<file path="config.mk">
export PLATFORM = sky130hd
export DESIGN_NAME = eth_rx_deframer
export DESIGN_NICKNAME = d
export VERILOG_FILES = /design/src/rtl/eth_rx_deframer_pkg.sv /design/src/rtl/eth_crc32_byte.sv /design/src/rtl/eth_rx_deframer.sv
export SDC_FILE = /design/constraint.sdc
export NUM_CORES = 1
export LEC_CHECK = 0
export CORE_MARGIN = 2
export CORE_UTILIZATION = 54
export DETAILED_ROUTE_END_ITERATION = 7
export PLACE_DENSITY = 0.78
export SYNTH_ARGS = -nofsm -noshare
export SYNTH_HDL_FRONTEND = slang
export SYNTH_SLANG_ARGS = --single-unit
</file>
<file path="constraint.sdc">
create_clock -name clock -period 2 [get_ports clock]
set_input_delay 0.3 -clock clock [delete_from_list [all_inputs] [get_ports clock]]
set_output_delay 0.3 -clock clock [all_outputs]
set_load 0.03 [all_outputs]
</file>
<file path="src/rtl/eth_rx_deframer_pkg.sv">
// Shared definitions for the Ethernet receive deframer: wire constants, CRC-32
// parameters, error-bit indices, FSM encoding and the byte-wide CRC step.
package eth_rx_deframer_pkg;

    localparam logic [7:0]  PREAMBLE_BYTE = 8'h55;
    localparam logic [7:0]  SFD_BYTE      = 8'hD5;

    localparam logic [31:0] CRC_POLY      = 32'hEDB88320;
    localparam logic [31:0] CRC_INIT      = 32'hFFFFFFFF;
    localparam logic [31:0] CRC_RESIDUE   = 32'hDEBB20E3;

    localparam int unsigned ERR_FCS       = 0;
    localparam int unsigned ERR_LEN       = 1;
    localparam int unsigned ERR_FRAMING   = 2;

    // Number of trailing bytes held back so the FCS is never forwarded.
    localparam int unsigned DLINE_DEPTH   = 4;

    typedef enum logic [1:0] {
        ST_IDLE     = 2'd0,
        ST_PREAMBLE = 2'd1,
        ST_PAYLOAD  = 2'd2,
        ST_DROP     = 2'd3
    } rx_state_e;

    // Reflected CRC-32, one byte consumed LSB first.
    function automatic logic [31:0] crc32_next(input logic [31:0] crc, input logic [7:0] data);
        logic [31:0] c;
        c = crc;
        for (int i = 0; i < 8; i++) begin
            c = (c >> 1) ^ ((c[0] ^ data[i]) ? CRC_POLY : 32'h0);
        end
        return c;
    endfunction

endpackage

</file>
<file path="src/rtl/eth_crc32_byte.sv">
// Byte-wide CRC-32 register: synchronous clear to the init value, update when enabled.
// Shared by the receive checker and the transmit FCS generator.
module eth_crc32_byte
    import eth_rx_deframer_pkg::*;
(
    input  logic        clk_i,
    input  logic        rst_n_i,
    input  logic        clear_i,
    input  logic        en_i,
    input  logic [7:0]  data_i,
    output logic [31:0] crc_o
);

    logic [31:0] crc_q, crc_d;

    always_comb begin
        crc_d = crc_q;
        if (clear_i) begin
            crc_d = CRC_INIT;
        end else if (en_i) begin
            crc_d = crc32_next(crc_q, data_i);
        end
    end

    always_ff @(posedge clk_i or negedge rst_n_i) begin
        if (!rst_n_i) begin
            crc_q <= CRC_INIT;
        end else begin
            crc_q <= crc_d;
        end
    end

    assign crc_o = crc_q;

endmodule

</file>
<file path="src/rtl/eth_rx_deframer.sv">
// Ethernet receive deframer: checks/strips preamble and SFD, forwards payload through
// a 4-byte delay line so the FCS is withheld, and reports per-frame status.
module eth_rx_deframer
    import eth_rx_deframer_pkg::*;
#(
    parameter int unsigned PREAMBLE_LEN = 7,
    parameter int unsigned MIN_FRAME    = 64,
    parameter int unsigned MAX_FRAME    = 1518
) (
    input  logic       clock,
    input  logic       reset_n,
    input  logic       in_rxen,
    input  logic [7:0] in_rxd,
    output logic       out_dll_rxen,
    output logic [7:0] out_dll_rxd,
    output logic       out_frame_done,
    output logic       out_frame_ok,
    output logic [2:0] out_err
);

    localparam int unsigned PCW = $clog2(PREAMBLE_LEN + 1);
    localparam int unsigned BCW = 11;

    localparam logic [PCW-1:0] PREAMBLE_MAX = PCW'(PREAMBLE_LEN);
    localparam logic [BCW-1:0] MIN_CNT      = BCW'(MIN_FRAME);
    localparam logic [BCW-1:0] OVERSIZE_CNT = BCW'(MAX_FRAME + 1);
    localparam logic [BCW-1:0] FWD_CNT      = BCW'(DLINE_DEPTH);
    localparam logic [BCW-1:0] BCOUNT_SAT   = '1;

    rx_state_e                     state_q, state_d;
    logic [PCW-1:0]                pcount_q, pcount_d;
    logic [BCW-1:0]                bcount_q, bcount_d, bcount_inc;
    logic [2:0]                    err_q, err_d;
    logic [DLINE_DEPTH-1:0][7:0]   dline_q;
    logic                          dline_shift;

    logic                          crc_clear, crc_en;
    logic [31:0]                   crc;

    logic                          dll_rxen_d;
    logic [7:0]                    dll_rxd_d;
    logic                          done_d, ok_d;
    logic [2:0]                    out_err_d;

    eth_crc32_byte u_crc (
        .clk_i   (clock),
        .rst_n_i (reset_n),
        .clear_i (crc_clear),
        .en_i    (crc_en),
        .data_i  (in_rxd),
        .crc_o   (crc)
    );

    assign bcount_inc = (bcount_q == BCOUNT_SAT) ? bcount_q : bcount_q + BCW'(1);

    // NOTE: every signal driven here gets a default before the case statement, so no
    // path leaves a variable unassigned and no latch is inferred.
    always_comb begin
        state_d     = state_q;
        pcount_d    = pcount_q;
        bcount_d    = bcount_q;
        err_d       = err_q;
        dline_shift = 1'b0;
        crc_clear   = 1'b0;
        crc_en      = 1'b0;
        dll_rxen_d  = 1'b0;
        dll_rxd_d   = 8'h00;
        done_d      = 1'b0;
        ok_d        = 1'b0;
        out_err_d   = 3'b000;

        case (state_q)
            ST_IDLE: begin
                if (in_rxen) begin
                    err_d = 3'b000;
                    if (in_rxd == PREAMBLE_BYTE) begin
                        state_d  = ST_PREAMBLE;
                        pcount_d = PCW'(1);
                    end else begin
                        state_d            = ST_DROP;
                        err_d[ERR_FRAMING] = 1'b1;
                    end
                end
            end

            ST_PREAMBLE: begin
                if (!in_rxen) begin
                    state_d                = ST_IDLE;
                    done_d                 = 1'b1;
                    out_err_d[ERR_FRAMING] = 1'b1;
                end else if (in_rxd == SFD_BYTE) begin
                    state_d   = ST_PAYLOAD;
                    crc_clear = 1'b1;
                    bcount_d  = '0;
                end else if (in_rxd == PREAMBLE_BYTE && pcount_q < PREAMBLE_MAX) begin
                    pcount_d = pcount_q + PCW'(1);
                end else begin
                    state_d            = ST_DROP;
                    err_d[ERR_FRAMING] = 1'b1;
                end
            end

            ST_PAYLOAD: begin
                if (!in_rxen) begin
                    state_d            = ST_IDLE;
                    done_d             = 1'b1;
                    out_err_d[ERR_FCS] = (crc != CRC_RESIDUE);
                    out_err_d[ERR_LEN] = (bcount_q < MIN_CNT);
                    ok_d               = (out_err_d == 3'b000);
                end else begin
                    crc_en      = 1'b1;
                    dline_shift = 1'b1;
                    bcount_d    = bcount_inc;
                    if (bcount_inc == OVERSIZE_CNT) begin
                        state_d        = ST_DROP;
                        err_d[ERR_LEN] = 1'b1;
                    end else if (bcount_q >= FWD_CNT) begin
                        dll_rxen_d = 1'b1;
                        dll_rxd_d  = dline_q[DLINE_DEPTH-1];
                    end
                end
            end

            ST_DROP: begin
                // An oversize frame keeps its CRC running so the FCS verdict still reflects the whole frame.
                if (in_rxen) begin
                    crc_en = err_q[ERR_LEN];
                end else begin
                    state_d   = ST_IDLE;
                    done_d    = 1'b1;
                    out_err_d = err_q;
                    if (err_q[ERR_LEN]) begin
                        out_err_d[ERR_FCS] = (crc != CRC_RESIDUE);
                    end
                end
            end

            default: begin
                state_d = ST_IDLE;
            end
        endcase
    end

    // NOTE: the delay line is only four bytes, so it is reset along with the other
    // state; larger buffers would normally be left unreset.
    always_ff @(posedge clock or negedge reset_n) begin
        if (!reset_n) begin
            state_q        <= ST_IDLE;
            pcount_q       <= '0;
            bcount_q       <= '0;
            err_q          <= 3'b000;
            dline_q        <= '0;
            out_dll_rxen   <= 1'b0;
            out_dll_rxd    <= 8'h00;
            out_frame_done <= 1'b0;
            out_frame_ok   <= 1'b0;
            out_err        <= 3'b000;
        end else begin
            state_q        <= state_d;
            pcount_q       <= pcount_d;
            bcount_q       <= bcount_d;
            err_q          <= err_d;
            if (dline_shift) begin
                dline_q <= {dline_q[DLINE_DEPTH-2:0], in_rxd};
            end
            out_dll_rxen   <= dll_rxen_d;
            out_dll_rxd    <= dll_rxd_d;
            out_frame_done <= done_d;
            out_frame_ok   <= ok_d;
            out_err        <= out_err_d;
        end
    end

endmodule
</file>
== Word level (Yosys, flattened, before mapping) ==
Index checks and enable logic that the tools add are counted.

* Bitwise gates (word level): 16
* Muxes and demuxes: 63
* $lt $le $gt $ge: 3
* Add/sub/neg operators: 2
* Equality and inequality tests: 20
* Reduce and logical (&&, ||, !) cells: 13

{| class="wikitable"
|+ Operators with widths
! kind !! number
|-
| 32-bit two-way mux || 10
|-
| 31-bit by 32-bit XOR with 32-bit output || 8
|-
| 11-bit two-way mux || 4
|-
| 8-bit two-way mux || 4
|-
| 32-bit inequality test (second input constant) || 1
|-
| 11-bit == test (second input constant) || 2
|-
| 11-bit case mux with 2 select lines || 1
|-
| 1-bit two-way mux || 21
|-
| 3-bit two-way mux || 7
|-
| 2-bit inequality test (second input constant) || 10
|-
| 2-bit two-way mux || 9
|-
| 4-bit AND reduction || 3
|-
| 11-bit by 1-bit adder with 11-bit output (second input constant) || 1
|-
| 11-bit by 3-bit greater-or-equal comparator with 1-bit output (second input constant) || 1
|-
| 11-bit by 7-bit less-than comparator with 1-bit output (second input constant) || 1
|-
| 8-bit by 7-bit == test with 1-bit output (second input constant) || 1
|-
| 8-bit == test (second input constant) || 1
|-
| 1-bit case mux with 2 select lines || 4
|-
| 2-bit case mux with 4 select lines || 1
|-
| 2-bit nonzero test || 4
|-
| 1-bit XOR || 8
|-
| 3-bit case mux with 2 select lines || 1
|-
| 6-bit AND reduction || 1
|-
| 5-bit AND reduction || 1
|-
| 10 further kinds || 12
|}

* Register bits after elaboration: 96

== Depth between registers and ports, before layout ==
* Depth after elaboration: 26
* Mapped depth: 8
* Gate-level depth less buffers: 7

== Cells and area by module ==
A second synthesis with hierarchy kept.

* Cells, all modules: 518
* Area, all modules: 5,183.7 um2

{| class="wikitable"
|+ Modules (own cells, without submodules)
! module !! instances !! area an instance (um2) !! cells each
|-
| eth_rx_deframer || 1 || 2,985.4 || 324
|-
| eth_crc32_byte || 1 || 2,198.4 || 194
|}

== Worst setup path after synthesis ==
Ideal clock, no wire load.

* Path kind: reg2reg
* From: reg bcount_q[0]
* To: reg out_dll_rxd[0]
* Setup time: 0.119 ns
* Path buffers: 0
* Path slack: 0.010 ns
* Arrival: 1.871 ns
* Period minus slack after synthesis: 1.990 ns
* Data required time: 1.881 ns
* Stages on the path, launching flop included: 8
* Cell sequence: dfrtp_1 ha_1 nand3_1 mux2i_1 a21oi_1 a2111oi_0 a31oi_1 and2_1

* Word-level cells in the longest chain between the ends: 6
* Elaborated cells on any way between the ends: 9
* Classes of those cells: 1 x add/sub; 1 x order compare; 2 x eq/ne; 5 x mux

{| class="wikitable"
|+ RTL lines
! element !! RTL line !! source
|-
| from (decl) || eth_rx_deframer.sv:32 || <nowiki>logic [BCW-1:0] bcount_q, bcount_d, bcount_inc;</nowiki>
|-
| from (signal assigned) || eth_rx_deframer.sv:161 || <nowiki>bcount_q <= bcount_d;</nowiki>
|-
| 11-bit by 1-bit adder with 11-bit output / 11-bit == test (equally long branches) || eth_rx_deframer.sv:54 || <nowiki>assign bcount_inc = (bcount_q == BCOUNT_SAT) ? bcount_q : bcount_q + BCW'(1);</nowiki>
|-
| 11-bit two-way mux || eth_rx_deframer.sv:54 ||
|-
| 11-bit == test || eth_rx_deframer.sv:114 || <nowiki>if (bcount_inc == OVERSIZE_CNT) begin</nowiki>
|-
| 8-bit two-way mux * || eth_rx_deframer.sv:114 ||
|-
| 8-bit two-way mux * || eth_rx_deframer.sv:104 || <nowiki>if (!in_rxen) begin</nowiki>
|-
| 8-bit two-way mux * || eth_rx_deframer.sv:72 || <nowiki>case (state_q)</nowiki>
|-
| named net dll_rxd_d[0] || eth_rx_deframer.sv:41 || <nowiki>logic [7:0] dll_rxd_d;</nowiki>
|-
| to (signal assigned) || eth_rx_deframer.sv:167 || <nowiki>out_dll_rxd <= dll_rxd_d;</nowiki>
|-
| to (decl) || eth_rx_deframer.sv:15 || <nowiki>output logic [7:0] out_dll_rxd,</nowiki>
|}

The timed path passes the listed nets; every way through them passes the cells marked *.
A chain may end at the register's enable or synchronous reset.

== Worst setup path after layout ==
* From: reg bcount_q[0]
* To: reg out_dll_rxd[4]

The elaborated chain is that of the path after synthesis.

==> impl_metrics.csv <==
group,metric,value,unit
clock_tree,clkLatencyLatePin,0.38,ns
die,core.rowCount,34,
cells_and_area,nets,587,
synth,ys_seq_elements,96,
pwr,power_per_cell_area,1700,nW/um^2
clock_tree,clock-root-buffer,"clkbuf_8",
worst_setup_path,crit_type,"reg2reg",
synth,synth.distinct_cells,47,
clock_tree,path_clk_slew,0.10,ns
drt,num_vias,3748,
sta,period_needed,2.05,ns
synth,synth_edf_count,0,
cells_and_area,layout_commonest_cell,"nand2_1",
cells_and_area,n_antenna_cell,0,
synth,avgSynthCellArea,9.70,um^2
global_routing,antenna_found_initial,0,
cells_and_area,regArea,2440,um^2
synth,synth_area_leader_cell,"dfrtp_1",
die,ios,25,
worst_hold_path,hold_class,"in2async",
worst_setup_path,cp-start-kind,"register",
synth,syn-cell-area,4840,um^2
clock_tree,htreeDepth,3,
sta,fin_tns_setup,-0.336,ns
sta,holdWs,0.394,ns
drt,antenna_left,0,
global_routing,grt.overflow.total,0,
place,place.gp.congestion,0.910,
cells_and_area,syn2layout_area_growth,23.6,%
place,port_buffers,24,
cells_and_area,final_cell_mix,"117 x nand2_1, 64 x dfrtp_1, 55 x buf_4, 47 x nor2_1, 40 x xnor2_1",
place,dp_hpwl,7.34,mm
sta,tightestPinTransition,0.432,ns
clock_tree,cts_tree,"yes",
worst_setup_path,crit_fanout,5,
sta,hold_violations,0,
synth,syn_inst,499,
sta,max_freq,0.489,GHz
sta,maxSlewViolCount,0,
clock_tree,cts_buffers,9,
synth,async_flop_share,100,%
die,dieArea,9730,um^2
synth,syn-num-nets,512,
drt,routed_via_density,5.46,
drt,routed_wl,11.0,mm
sta,slew_headroom,71.2,%
synth,yosysWarnings,0,
cells_and_area,drive_gt1_share,26.1,%
sta,setup_viol,8,
die,fp.dieH,98.7,um
pwr,leakagePower,2.73,nW
die,fp.dieW,98.7,um
global_routing,first_global_vias,3753,
sta,timing.final.crit_share,102,%
cells_and_area,multi_input_area,2410,um^2
clock_tree,clk_path_buf_depth,2,
worst_setup_path,cp_data_required_time,2.27,ns
drt,post_drt_wl_per_cell,16.0,um
sta,final.setup.worst_slack,-0.0468,ns
outcome,violations,"setup timing",
global_routing,grt_pass1_wl,18.5,mm
run,max_cap_viol_count,0,
synth,yosysTopAreaCellShare,33.1,%
worst_setup_path,crit_arrival,2.32,ns
die,start_util,55.5,%
global_routing,grt_usage,23.9,%
synth,synth_area_leaders,"dfrtp_1 33%, dfstp_2 17%, nand2_1 9.2%",
outcome,status,"complete, but fails checks",
synth,yosysSeqAreaShare,50.5,%
clock_tree,cts.sinks,96,
drt,drc,0,
worst_setup_path,worst_setup_path_end_kind,"register",
drt,drtIter0Drc,220,
sta,rsz0062_at_grt,"yes",
pwr,vdd_drop_max,0.00104,V
global_routing,grt_max_degree,37,
sta,clock_skew,0.0154,ns
die,coreArea,8720,um^2
synth,synth_top_flop_cell,"dfrtp_1",
drt,first_pass_iters,4,
cells_and_area,nFillCells,646,
## registers in the layout, indices dropped and copies added, names as in the netlist
signal	count
out_dll_rxen	1
out_frame_ok	1
u_crc.crc_o	32
err_q	2
out_err	3
bcount_q	11
out_dll_rxd	8
out_frame_done	1
state_q	2
pcount_q	3
dline_q	32
## cells in the mapped netlist, types with 4 or more instances
cell / n
a31oi_1: 6
inv_1: 6
nand2_1: 118
xnor2_4: 4
o21ai_0: 13
dfrtp_1: 64
and2_1: 8
nand3_1: 10
nand4_1: 5
mux2i_1: 5
a21oi_1: 31
xnor2_2: 6
dfstp_2: 32
and3_1: 8
clkbuf_1: 19
nor2_1: 49
xor2_1: 23
buf_2: 4
xnor2_1: 41
## metal layers
layer	part of all wire [%]	vias up	global-route usage [%]	wire length (um)
met5	0	-	0	0
met4	2.3	0	9.27	250
met3	4.4	26	4.68	480
met2	48	102	38.1	5290
met1	45	1816	32.5	4940
li1	-	1804	-	-
## critical path, stage by stage (launching register included)
cell and delay, ns:
dfrtp_1 0.42, buf_6 0.14, and4b_1 0.25, a21oi_2 0.05
a2bb2oi_2 0.18, a2111oi_2 0.30, buf_4 0.18, a31oi_4 0.12
buf_6 0.17, and2_4 0.13
## logic make-up (layout without fill, tap and decap cells)
group,Yosys count,after routing,synth area share (%)
xor gates and xnor gates,75,75,16.2
adders and majority gates,2,2,0.517
AOI/OAI and AO/OA,68,68,8.48
and+or+nand+nor,223,223,20.8
buffers and inverters,30,110,2.51
muxes,5,5,1.03
DFF,96,96,50.5
## final cells by class
type	count	share of cell area [%]
flip-flops and latches	96	40.8
multi-input cells	373	40.3
repair buffers	88	13.1
clock buffers	10	2.30
well taps	108	2.26
clock inverters	6	0.920
inverters	6	0.376
## path summary, 6_finish.rpt
kind	startpoint	endpoint	slack, ns	cells after the start
worst max-delay path	bcount_q[0]	out_dll_rxd[4]	-0.05	9
worst min-delay path	reset_n	dline_q[25]	0.39	2
worst max register to register	bcount_q[0]	out_dll_rxd[4]	-0.05	9
worst min register to register	dline_q[6]	dline_q[14]	0.47	2
max in group asynchronous	reset_n	u_crc.crc_o[6]	0.94	3
min in group clock	dline_q[6]	dline_q[14]	0.47	2
## per-stage QoR
stage	instance area, um^2	power (mW)	utilization (%)	setup slack (ns)	cells
after floorplan	4840	6.88	-	0.00972	499
after global placement	5590	8.42	64.1	-0.235	665
after CTS	5910	10.0	67.8	-0.0116	687
final	5980	10.1	68.6	-0.0468	687
after detailed placement	5590	8.57	64.1	-0.261	665
after global routing	5980	10.8	68.6	-0.124	687
## what timing repair did
action | CTS | global route
setup endpoints to repair | 10 | 17
hold buffers | 1 | 0
endpoints found under the hold margin | 16 | 0
setup buffers | 5 | 0
resized for setup | 21 | 19
gates cloned | 1 | 0
pin swaps | 5 | 10
## power breakdown
| group | switching (mW) | internal [mW] | leakage, nW | total (mW) |
|---|---|---|---|---|
| clock network | 0.756 | 0.516 | 0.100 | 1.27 |
| registers | 0.517 | 2.72 | 1.18 | 3.23 |
| logic | 2.69 | 2.94 | 1.46 | 5.64 |
No activity file was read; power rests on OpenSTA's default activity.
